File: src/rtl/multdiv_pkg.sv
// Shared types and constants for the iterative multiply/divide unit.
// MULTDIV_RADIX4_EN selects radix-4 Booth multiply (16 iterations) instead of radix-2 (32).
package multdiv_pkg;

    typedef enum logic [1:0] {
        IDLE = 2'd0,
        MULT = 2'd1,
        DIV  = 2'd2,
        FIX  = 2'd3
    } state_t;

`ifdef MULTDIV_RADIX4_EN
    localparam int MULT_ITERS = 16;
    // Booth partial sums are signed and need one extra bit above the 32-bit upper half.
    localparam int HI_W       = 33;
`else
    localparam int MULT_ITERS = 32;
    localparam int HI_W       = 32;
`endif

    localparam int          DIV_ITERS = 32;
    localparam int          CNT_W     = 6;
    localparam logic [31:0] INT_MIN   = 32'h80000000;

    function automatic logic [31:0] abs32(input logic signed [31:0] x);
        return x[31] ? (~x + 32'd1) : x;
    endfunction

    function automatic logic [63:0] neg64(input logic [63:0] x);
        return ~x + 64'd1;
    endfunction

    function automatic logic [31:0] neg32(input logic [31:0] x);
        return ~x + 32'd1;
    endfunction

endpackage

File: src/rtl/multdiv_addsub.sv
// 33-bit adder/subtractor: a 32-bit carry-lookahead adder plus one sign-extension bit.
// Shared by the multiply accumulate and the divide trial subtraction.
module cla32 (
    input  logic [31:0] i_a,
    input  logic [31:0] i_b,
    input  logic        i_cin,
    output logic [31:0] o_sum,
    output logic        o_cout
);
    logic [31:0] w_g;
    logic [31:0] w_p;
    logic [31:0] w_c;
    logic [7:0]  w_gg;
    logic [7:0]  w_gp;
    logic [8:0]  w_gc;

    assign w_g = i_a & i_b;
    assign w_p = i_a ^ i_b;

    // Group generate/propagate for 4-bit blocks.
    always_comb begin
        w_gg = '0;
        w_gp = '0;
        for (int k = 0; k < 8; k++) begin
            w_gg[k] = w_g[4*k+3]
                    | (w_p[4*k+3] & w_g[4*k+2])
                    | (w_p[4*k+3] & w_p[4*k+2] & w_g[4*k+1])
                    | (w_p[4*k+3] & w_p[4*k+2] & w_p[4*k+1] & w_g[4*k]);
            w_gp[k] = &w_p[4*k +: 4];
        end
    end

    always_comb begin
        logic c;
        c    = i_cin;
        w_gc = '0;
        for (int k = 0; k < 8; k++) begin
            w_gc[k] = c;
            c       = w_gg[k] | (w_gp[k] & c);
        end
        w_gc[8] = c;
    end

    always_comb begin
        w_c = '0;
        for (int k = 0; k < 8; k++) begin
            w_c[4*k]   = w_gc[k];
            w_c[4*k+1] = w_g[4*k] | (w_p[4*k] & w_gc[k]);
            w_c[4*k+2] = w_g[4*k+1] | (w_p[4*k+1] & w_g[4*k])
                       | (w_p[4*k+1] & w_p[4*k] & w_gc[k]);
            w_c[4*k+3] = w_g[4*k+2] | (w_p[4*k+2] & w_g[4*k+1])
                       | (w_p[4*k+2] & w_p[4*k+1] & w_g[4*k])
                       | (w_p[4*k+2] & w_p[4*k+1] & w_p[4*k] & w_gc[k]);
        end
    end

    assign o_sum  = w_p ^ w_c;
    assign o_cout = w_gc[8];
endmodule

module multdiv_addsub (
    input  logic [32:0] i_a,
    input  logic [32:0] i_b,
    input  logic        i_sub,
    output logic [32:0] o_sum,
    output logic        o_cout
);
    logic [32:0] w_bx;
    logic        w_c32;

    assign w_bx = i_b ^ {33{i_sub}};

    cla32 u_cla (
        .i_a    (i_a[31:0]),
        .i_b    (w_bx[31:0]),
        .i_cin  (i_sub),
        .o_sum  (o_sum[31:0]),
        .o_cout (w_c32)
    );

    assign o_sum[32] = i_a[32] ^ w_bx[32] ^ w_c32;
    assign o_cout    = (i_a[32] & w_bx[32]) | ((i_a[32] ^ w_bx[32]) & w_c32);
endmodule

File: src/rtl/multdiv.sv
// Iterative signed 32-bit multiply/divide: magnitudes are iterated, sign and exceptions applied in FIX.
// Define MULTDIV_RADIX4_EN for the 16-iteration radix-4 Booth multiplier.
module multdiv
    import multdiv_pkg::*;
(
    input  logic        clock,
    input  logic        reset_n,
    input  logic [31:0] data_operandA,
    input  logic [31:0] data_operandB,
    input  logic        ctrl_MULT,
    input  logic        ctrl_DIV,
    output logic [31:0] data_result,
    output logic        data_exception,
    output logic        data_resultRDY
);
    state_t             r_state;
    state_t             w_state_nxt;
    logic [CNT_W-1:0]   r_cnt;
    logic [31:0]        r_result;
    logic               r_exc;
    logic               r_rdy;

    logic [HI_W-1:0]    r_hi;
    logic [31:0]        r_lo;
    logic [31:0]        r_opnd;
    logic               r_sign;
    logic               r_is_div;
    logic               r_dbz;
    logic               r_dovf;
`ifdef MULTDIV_RADIX4_EN
    logic               r_bprev;
    logic               r_bmsb;
    logic [33:0]        w_sum34;
    logic [31:0]        w_hi_fix;
`endif

    logic               w_start;
    logic               w_fire;
    logic [31:0]        w_absA;
    logic [31:0]        w_absB;
    logic [32:0]        w_as_a;
    logic [32:0]        w_as_b;
    logic               w_as_sub;
    logic [32:0]        w_as_sum;
    logic               w_as_cout;
    logic [63:0]        w_pmag;
    logic [63:0]        w_prod;
    logic               w_movf;
    logic [31:0]        w_quo;
    logic [31:0]        w_fix_res;
    logic               w_fix_exc;

    assign w_start = ctrl_MULT | ctrl_DIV;
    // A strobe arriving in FIX aborts that result, so no RDY is issued for it.
    assign w_fire  = (r_state == FIX) && !w_start;
    assign w_absA  = abs32(data_operandA);
    assign w_absB  = abs32(data_operandB);

    always_comb begin
        w_state_nxt = r_state;
        if (w_start) begin
            w_state_nxt = ctrl_MULT ? MULT : DIV;
        end else begin
            case (r_state)
                IDLE: w_state_nxt = IDLE;
                MULT: if (r_cnt == CNT_W'(MULT_ITERS - 1)) w_state_nxt = FIX;
                DIV:  if (r_cnt == CNT_W'(DIV_ITERS - 1))  w_state_nxt = FIX;
                FIX:  w_state_nxt = IDLE;
                default: w_state_nxt = IDLE;
            endcase
        end
    end

    always_ff @(posedge clock) begin
        if (!reset_n) begin
            r_state  <= IDLE;
            r_cnt    <= '0;
            r_rdy    <= 1'b0;
            r_result <= '0;
            r_exc    <= 1'b0;
        end else begin
            r_state <= w_state_nxt;
            r_rdy   <= w_fire;
            if (w_start) begin
                r_cnt <= '0;
            end else if (r_state == MULT || r_state == DIV) begin
                r_cnt <= r_cnt + 1'b1;
            end
            if (w_fire) begin
                r_result <= w_fix_res;
                r_exc    <= w_fix_exc;
            end
        end
    end

    // Operand routing into the shared adder for the current iteration.
    always_comb begin
        w_as_a   = '0;
        w_as_b   = '0;
        w_as_sub = 1'b0;
        if (r_state == DIV) begin
            w_as_a   = {r_hi[31:0], r_lo[31]};
            w_as_b   = {1'b0, r_opnd};
            w_as_sub = 1'b1;
        end else begin
`ifdef MULTDIV_RADIX4_EN
            w_as_a = r_hi;
            case ({r_lo[1:0], r_bprev})
                3'b001, 3'b010: w_as_b = {1'b0, r_opnd};
                3'b011:         w_as_b = {r_opnd, 1'b0};
                3'b100: begin
                    w_as_b   = {r_opnd, 1'b0};
                    w_as_sub = 1'b1;
                end
                3'b101, 3'b110: begin
                    w_as_b   = {1'b0, r_opnd};
                    w_as_sub = 1'b1;
                end
                default:        w_as_b = '0;
            endcase
`else
            w_as_a = {1'b0, r_hi};
            w_as_b = r_lo[0] ? {1'b0, r_opnd} : 33'd0;
`endif
        end
    end

    multdiv_addsub u_addsub (
        .i_a    (w_as_a),
        .i_b    (w_as_b),
        .i_sub  (w_as_sub),
        .o_sum  (w_as_sum),
        .o_cout (w_as_cout)
    );

`ifdef MULTDIV_RADIX4_EN
    // Bit 33 of the signed sum: accumulator sign-extended, addend zero-extended then inverted on subtract.
    assign w_sum34  = {r_hi[32] ^ w_as_sub ^ w_as_cout, w_as_sum};
    // Booth reads a set bit 31 of the multiplier as -2^31; add back 2^32 * multiplicand.
    assign w_hi_fix = r_hi[31:0] + (r_bmsb ? r_opnd : 32'd0);
    assign w_pmag   = {w_hi_fix, r_lo};
`else
    assign w_pmag   = {r_hi, r_lo};
`endif

    always_ff @(posedge clock) begin
        if (w_start) begin
            r_opnd   <= ctrl_MULT ? w_absA : w_absB;
            r_lo     <= ctrl_MULT ? w_absB : w_absA;
            r_hi     <= '0;
            r_sign   <= data_operandA[31] ^ data_operandB[31];
            r_is_div <= !ctrl_MULT;
            r_dbz    <= (data_operandB == 32'd0);
            r_dovf   <= (data_operandA == INT_MIN) && (data_operandB == 32'hFFFFFFFF);
`ifdef MULTDIV_RADIX4_EN
            r_bprev  <= 1'b0;
            r_bmsb   <= w_absB[31];
`endif
        end else if (r_state == MULT) begin
`ifdef MULTDIV_RADIX4_EN
            r_hi    <= {w_sum34[33], w_sum34[33:2]};
            r_lo    <= {w_sum34[1:0], r_lo[31:2]};
            r_bprev <= r_lo[1];
`else
            r_hi <= w_as_sum[32:1];
            r_lo <= {w_as_sum[0], r_lo[31:1]};
`endif
        end else if (r_state == DIV) begin
            // No borrow means the trial remainder fits: keep it and record a quotient 1.
            r_hi[31:0] <= w_as_cout ? w_as_sum[31:0] : {r_hi[30:0], r_lo[31]};
            r_lo       <= {r_lo[30:0], w_as_cout};
        end
    end

    assign w_prod = r_sign ? neg64(w_pmag) : w_pmag;
    assign w_movf = !((&w_prod[63:31]) || !(|w_prod[63:31]));
    assign w_quo  = r_sign ? neg32(r_lo) : r_lo;

    always_comb begin
        w_fix_res = w_prod[31:0];
        w_fix_exc = w_movf;
        if (r_is_div) begin
            if (r_dbz) begin
                w_fix_res = 32'd0;
                w_fix_exc = 1'b1;
            end else if (r_dovf) begin
                w_fix_res = INT_MIN;
                w_fix_exc = 1'b1;
            end else begin
                w_fix_res = w_quo;
                w_fix_exc = 1'b0;
            end
        end
    end

    assign data_result    = r_result;
    assign data_exception = r_exc;
    assign data_resultRDY = r_rdy;
endmodule

File: config.mk
export PLATFORM = sky130hd
export DESIGN_NAME = multdiv
export DESIGN_NICKNAME = d
export VERILOG_FILES = /design/src/rtl/multdiv_pkg.sv /design/src/rtl/multdiv_addsub.sv /design/src/rtl/multdiv.sv
export SDC_FILE = /design/constraint.sdc
export NUM_CORES = 1
export LEC_CHECK = 0
export BUFFER_PORTS_ARGS = -buffer_cell sky130_fd_sc_hd__buf_2
export CAP_MARGIN = 20
export CORE_ASPECT_RATIO = 0.5
export CORE_MARGIN = 2
export CORE_UTILIZATION = 30
export CTS_CLUSTER_SIZE = 25
export DETAILED_ROUTE_END_ITERATION = 7
export GPL_TIMING_DRIVEN = 0
export SYNTH_ARGS = -nofsm -noshare
export SYNTH_HDL_FRONTEND = slang
export SYNTH_SLANG_ARGS = --single-unit
export TNS_END_PERCENT = 20
File: constraint.sdc
create_clock -name clock -period 7.86 [get_ports clock]
set_input_delay 1.965 -clock clock [delete_from_list [all_inputs] [get_ports clock]]
set_output_delay 1.965 -clock clock [all_outputs]
set_load 0.02 [all_outputs]
; Word-level counts from Yosys, hierarchy flattened
; Index checks and enable logic that the tools add are counted.
[op_classes]
eq_ne = 7
n_mux = 26
bitwise = 216
addsub = 5
reduce_logical = 25
[op_table]
columns = op, n
row1 = $mux W32, 16
row2 = $and A1 B1 Y1, 122
row3 = $add A32 B1 Y32 const B, 3
row4 = $not A32 Y32, 3
row5 = $or A1 B1 Y1, 82
row6 = $add A64 B1 Y64 const B, 1
row7 = $eq A32 B32 Y1 const B, 2
row8 = $mux W64, 1
row9 = $not A64 Y64, 1
row10 = $xor A32 B32 Y32, 2
row11 = $mux W33, 1
row12 = $reduce_and A33 Y1, 1
row13 = $reduce_or A33 Y1, 1
row14 = $xor A32 B33 Y33, 1
row15 = $and A32 B32 Y32, 1
row16 = $logic_not A32 Y1, 1
row17 = $reduce_and A4 Y1, 8
row18 = $add A6 B1 Y6 const B, 1
row19 = $eq A6 B5 Y1 const B, 1
row20 = $mux W2, 3
row21 = $reduce_or A2 Y1, 3
row22 = $eq A2 B2 Y1 const B, 2
row23 = $logic_not A1 Y1, 4
row24 = $mux W1, 4
row25 = other kinds (10), 14
[totals]
in_bits = 68
regBits = 142
output_inout_bits = 34
word_cells = 291

; Depth between registers and ports, before layout
[logic_depth]
word_depth = 28
depth_mapped = 24
depth_no_buf = 20

; Modules after synthesis
; From an unflattened synthesis, not the netlist that was laid out.
[hier_totals]
hier_cells = 1475
hier_area_um2 = 12244.2
[by_module_without_submodules]
columns = module, n_inst, cells_each, seq_area_each_um2, area_each_um2
row1 = multdiv, 1, 1281, 3523.4, 10507.6
row2 = cla32, 1, 152, 0.0, 1341.3
row3 = multdiv_addsub, 1, 42, 0.0, 395.4

; Least setup slack after synthesis
; Ideal clock, no wire load.
[synth_timing]
path_type = register to register
from = reg r_state[0]
to = reg r_hi[21]
arrival_ps = 4730
path_slack_ps = 2998
stages_incl_launch_ff = 21
n_path_buf = 4
setup_time_ps = 132
period_less_slack_ps = 4862
t_required_ps = 7728
cell_sequence = dfxtp_1 > inv_1 > ha_1 > buf_1 > clkbuf_1 > mux2_2 > ha_1 > nand3_1 > or4_1 > a21bo_2 > a21oi_1 > o221ai_1 > o2111ai_1 > a21o_1 > ha_1 > a21o_1 > clkbuf_1 > clkbuf_1 > a21oi_1 > a22oi_1 > a21oi_1
[synth_via]
elab_chain_cells = 28
word_cells_on_any_way = 112
cone_classes = eq/ne: 2 / mux: 6 / bitwise: 95 / reduce/logical: 9
[synth_lines]
columns = element, line_no
row1 = "start, declared", multdiv.sv:16  ; state_t r_state;
row2 = "start signal, assigned", multdiv.sv:82  ; r_state <= w_state_nxt;
row3 = $eq A2 B2 Y1, "multdiv.sv:101, multdiv.sv:168"
row4 = $mux W32 or $mux W1 (tied branches), multdiv.sv:101  ; if (r_state == DIV) begin
row5 = $xor A32 B33 Y33, multdiv_addsub.sv:71  ; assign w_bx = i_b ^ {33{i_sub}};
row6 = $xor A32 B32 Y32 or $and A32 B32 Y32 (tied branches), "multdiv_addsub.sv:18, multdiv_addsub.sv:17"
row7 = $and A1 B1 Y1 (on tied branches), "multdiv_addsub.sv:26, multdiv_addsub.sv:27, multdiv_addsub.sv:28"
row8 = $or A1 B1 Y1 (tied with other cells), multdiv_addsub.sv:26  ; | (w_p[4*k+3] & w_g[4*k+2])
row9 = $or A1 B1 Y1 or $and A1 B1 Y1 (tied branches), "multdiv_addsub.sv:27, multdiv_addsub.sv:28"
row10 = $or A1 B1 Y1, multdiv_addsub.sv:28  ; | (w_p[4*k+3] & w_p[4*k+2] & w_p[4*k+1] & w_g[4*k]);
row11 = (+12 left out), -
row12 = $or A1 B1 Y1, multdiv_addsub.sv:39  ; c = w_gg[k] | (w_gp[k] & c);
row13 = $and A1 B1 Y1, multdiv_addsub.sv:39
row14 = $or A1 B1 Y1, multdiv_addsub.sv:39
row15 = $and A1 B1 Y1, multdiv_addsub.sv:82  ; assign o_cout = (i_a[32] & w_bx[32]) | ((i_a[32] ^ w_bx[32]) & w_c32);
row16 = $or A1 B1 Y1, multdiv_addsub.sv:82
row17 = $mux W32, multdiv.sv:170  ; r_hi[31:0] <= w_as_cout ? w_as_sum[31:0] : {r_hi[30:0], r_lo[31]};
row18 = $mux W32, multdiv.sv:168  ; end else if (r_state == DIV) begin
row19 = $mux W32, multdiv.sv:159  ; end else if (r_state == MULT) begin
row20 = "end signal, assigned", multdiv.sv:165  ; r_hi <= w_as_sum[32:1];
row21 = "end signal, assigned", multdiv.sv:170
row22 = "end, declared", multdiv.sv:23  ; logic [HI_W-1:0] r_hi;
; Several ways; a longest one is shown, not always the timed one. The select of a mux whose other input is x is not followed.
; A chain may end at the register's enable or synchronous reset.

; Worst setup path in the final report
[layout_timing]
from = reg r_state[1]
to = reg r_hi[21]
; Same word-level chain as after synthesis.

==> results.ini <==
[setup_path]
critPathLaunchType = flop
setup.worst_path.class = reg -> reg
cp-end-kind = flop
crit_path_max_incr_delay_ns = 0.61
cp_cell_sequence = ha_1, buf_1, clkbuf_1, mux2_2, ha_1, o21ai_0, or4_1, a21bo_2, a21oi_1, o221ai_1, o2111ai_1, a21o_1, ha_1, a21o_1, clkbuf_1, clkbuf_1, a21oi_1, a22oi_1, a21oi_1
critPathTopFamily = compound AO/OA/AOI/OAI gates
crit_arrival_ns = 6.84
crit_slowest_cell = or4_1
critPathRequiredTime_ns = 8.17
crit_fanout = 10
crit_buf_inv = 4

[synth]
synthCells = 1557
synth.distinct_cells = 82
muxShareOfSynthArea = 0.0833
yosys_warnings = 0
synth_edf_count = 68
synth_xor_area_frac = 0.0875
synth_ff_type = dfxtp_1
synth_top_family_by_area = simple AND/OR/NAND/NOR gates
synth_simple_gate_area_frac = 0.230
synthAdderAreaFrac = 0.0528
synth_nets = 1674
syn-cell-area_mm2 = 0.0126
synth_compound_area_frac = 0.218
async_flop_share = 0
ys_seq_area_frac = 0.279
syn_avg_cell_area_um2 = 8.10
synth_seq_cells = 142

[status]
status = finished clean

[timing]
setup_viol = 0
fin_crit_ns = 6.52
fin_crit_sh = 0.830
worstMarginPinSlew_ns = 1.06
fmax_mhz = 153
finalSetupTns_ns = 0
slew_headroom = 0.285
rsz0062_at_grt = false
finalClockSkew_ns = 0.0111
hold_ws_ns = 0.494
maxSlewViolCount = 0
final_hold_viol_count = 0

[place]
dp_hpwl_um = 37600
placed_cell_area_mm2 = 0.0138
io_buffers = 100
routabilityCongestion = 0.979

[routing]
ant_nets = 0
dr.pass1.iters = 5
drc = 0
postRouteWirelength_um = 47500
viasPerCell = 5.78
avgRoutedWirePerCell_um = 21.2
dr_total_vias = 13000
drt-initial-drc-count = 1607

[global_route]
grt-ovfl-total = 0
grtUsageTotal = 0.216
grt_pass1_wl_um = 72200
grt_pass1_vias = 12100
antenna_found_initial = 1
grt_max_degree = 33

[clocking]
htreeDepth = 4
cts_root_buf = clkbuf_16
cts_buffer_depth = 2
cts.sinks = 142
cts_buffers = 17
cts_tree = yes
postCtsResizedCells = 0
hold_buffers = 0
post_cts_buffers = 0
cts.clk_slew.worst_paths_ns = 0.06
clk_latency_ns = 0.46

[final_layout]
synthToLayoutAreaGrowth_pct = 14.1
num-nets-final = 1794
fillers = 4337
final_common_cell = nand2_1
fin_area_mm2 = 0.0144
multi_input_area_mm2 = 0.00847
seqCellArea_mm2 = 0.00352
drive_gt1_frac = 0.150
layout_common_cells = nand2_1, o21ai_0, nor2_1

[floorplanning]
std_cell_rows = 53
coreArea_mm2 = 0.0417
io_pins = 102
die-width_um = 294
start_util = 0.302
dieArea_mm2 = 0.0438
die_h_um = 149

[job]
max-cap-violations = 0

[power]
cellLeakagePower_nw = 5.25
power_density_mw_per_mm2 = 166
vdd_drop_max_mv = 0.128

[hold_path]
hold_path_class = reg -> reg

-- Yosys cell counts, types with 7 or more instances --
master    number  area share
nand2_1      167       0.050
o21ai_0      120       0.048
nor2_1       116       0.035
clkbuf_1      95       0.028
a21oi_1       94       0.037
mux2_2        80       0.071
xnor2_1       78       0.054
dfxtp_1       74        0.12
edfxtp_1      68        0.16
xor2_1        48       0.033
nor2b_1       46       0.023
a211oi_1      45       0.027
nor3_1        43       0.017
ha_1          42       0.042
nand3_1       33       0.013
o31ai_1       33       0.020
a22oi_1       32       0.019
inv_1         29      0.0086
nor4_1        29       0.014
nand4_1       27       0.013
or3_1         18      0.0089
or4_1         16      0.0095
mux2i_1       15       0.012
buf_1         14      0.0042
nand2b_1      13      0.0064
o41ai_1       13      0.0090
a21o_1        12      0.0071
and3_1        12      0.0060
o211ai_1       9      0.0054
a31oi_1        8      0.0040
or2_2          8      0.0040
fa_1           7       0.011
-- final cells by class --
| type | instances | share of cell area |
|---|---|---|
| well taps | 550 | 0.0478 |
| clock inverters | 15 | 0.00939 |
| diodes | 1 | 0.000174 |
| repair buffers | 101 | 0.0362 |
| multi-input cells | 1263 | 0.589 |
| inverters | 31 | 0.00809 |
| clock buffers | 17 | 0.0296 |
| plain buffers | 121 | 0.0346 |
| flip-flops and latches | 142 | 0.245 |
-- power breakdown --
group	total, mW	internal [mW]	switching [mW]	leakage [nW]
Sequential	0.912	0.842	0.0696	1.30
Clock	0.802	0.438	0.363	0.262
Combinational	0.675	0.252	0.423	3.69
Total	2.39	1.53	0.855	5.25
-- metrics by stage --
stage,setup WS (ns),util,instances,power [mW]
2_1_floorplan,3.00,-,1557,1.34
3_3_place_gp,1.58,0.331,2207,1.58
3_5_place_dp,1.55,0.331,2208,1.58
4_1_cts,1.53,0.345,2240,2.38
5_1_grt,0.927,0.345,2241,2.49
6_report,1.34,0.345,2241,2.39
-- flip-flops by register name, indices dropped and copies added (netlist names) --
register	cells
r_is_div	1
r_lo	32
r_state	2
r_dbz	1
r_cnt	6
r_hi	32
r_dovf	1
data_exception	1
data_resultRDY	1
r_opnd	32
r_sign	1
data_result	32
-- cell families after synthesis --
group / count (synthesis)
xor+xnor: 126
fa+ha+maj: 49
buf+inv: 152
simple gates: 569
flops: 142
mux: 95
compound gates: 424
-- metal layers --
metal | routed length (um) | vias up | track usage
li1 | - | 5996 | -
met1 | 21200 | 6298 | 0.295
met2 | 21200 | 570 | 0.341
met3 | 3850 | 92 | 0.0460
met4 | 1290 | 0 | 0.0661
met5 | 0 | - | 0
-- worst register-to-register path: stages (launching register included) --
cell and delay [ns]:
dfxtp_1 0.42, ha_1 0.41, buf_1 0.42, clkbuf_1 0.56
mux2_2 0.42, ha_1 0.29, o21ai_0 0.14, or4_1 0.61
a21bo_2 0.26, a21oi_1 0.19, o221ai_1 0.30, o2111ai_1 0.35
a21o_1 0.20, ha_1 0.20, a21o_1 0.18, clkbuf_1 0.47
clkbuf_1 0.48, a21oi_1 0.13, a22oi_1 0.22, a21oi_1 0.12
-- worst paths after layout --
path | from | to | slack [ns] | cells past startpoint
max | r_state[1]$_SDFFE_PN0P_ | r_hi[21]$_SDFFE_PN0P_ | 1.34 | 19
min | r_cnt[0]$_SDFFE_PP0P_ | r_cnt[0]$_SDFFE_PP0P_ | 0.49 | 2
max reg2reg | r_state[1]$_SDFFE_PN0P_ | r_hi[21]$_SDFFE_PN0P_ | 1.34 | 19
min reg2reg | r_cnt[0]$_SDFFE_PP0P_ | r_cnt[0]$_SDFFE_PP0P_ | 0.49 | 2
(Power assumes the default switching activity.)
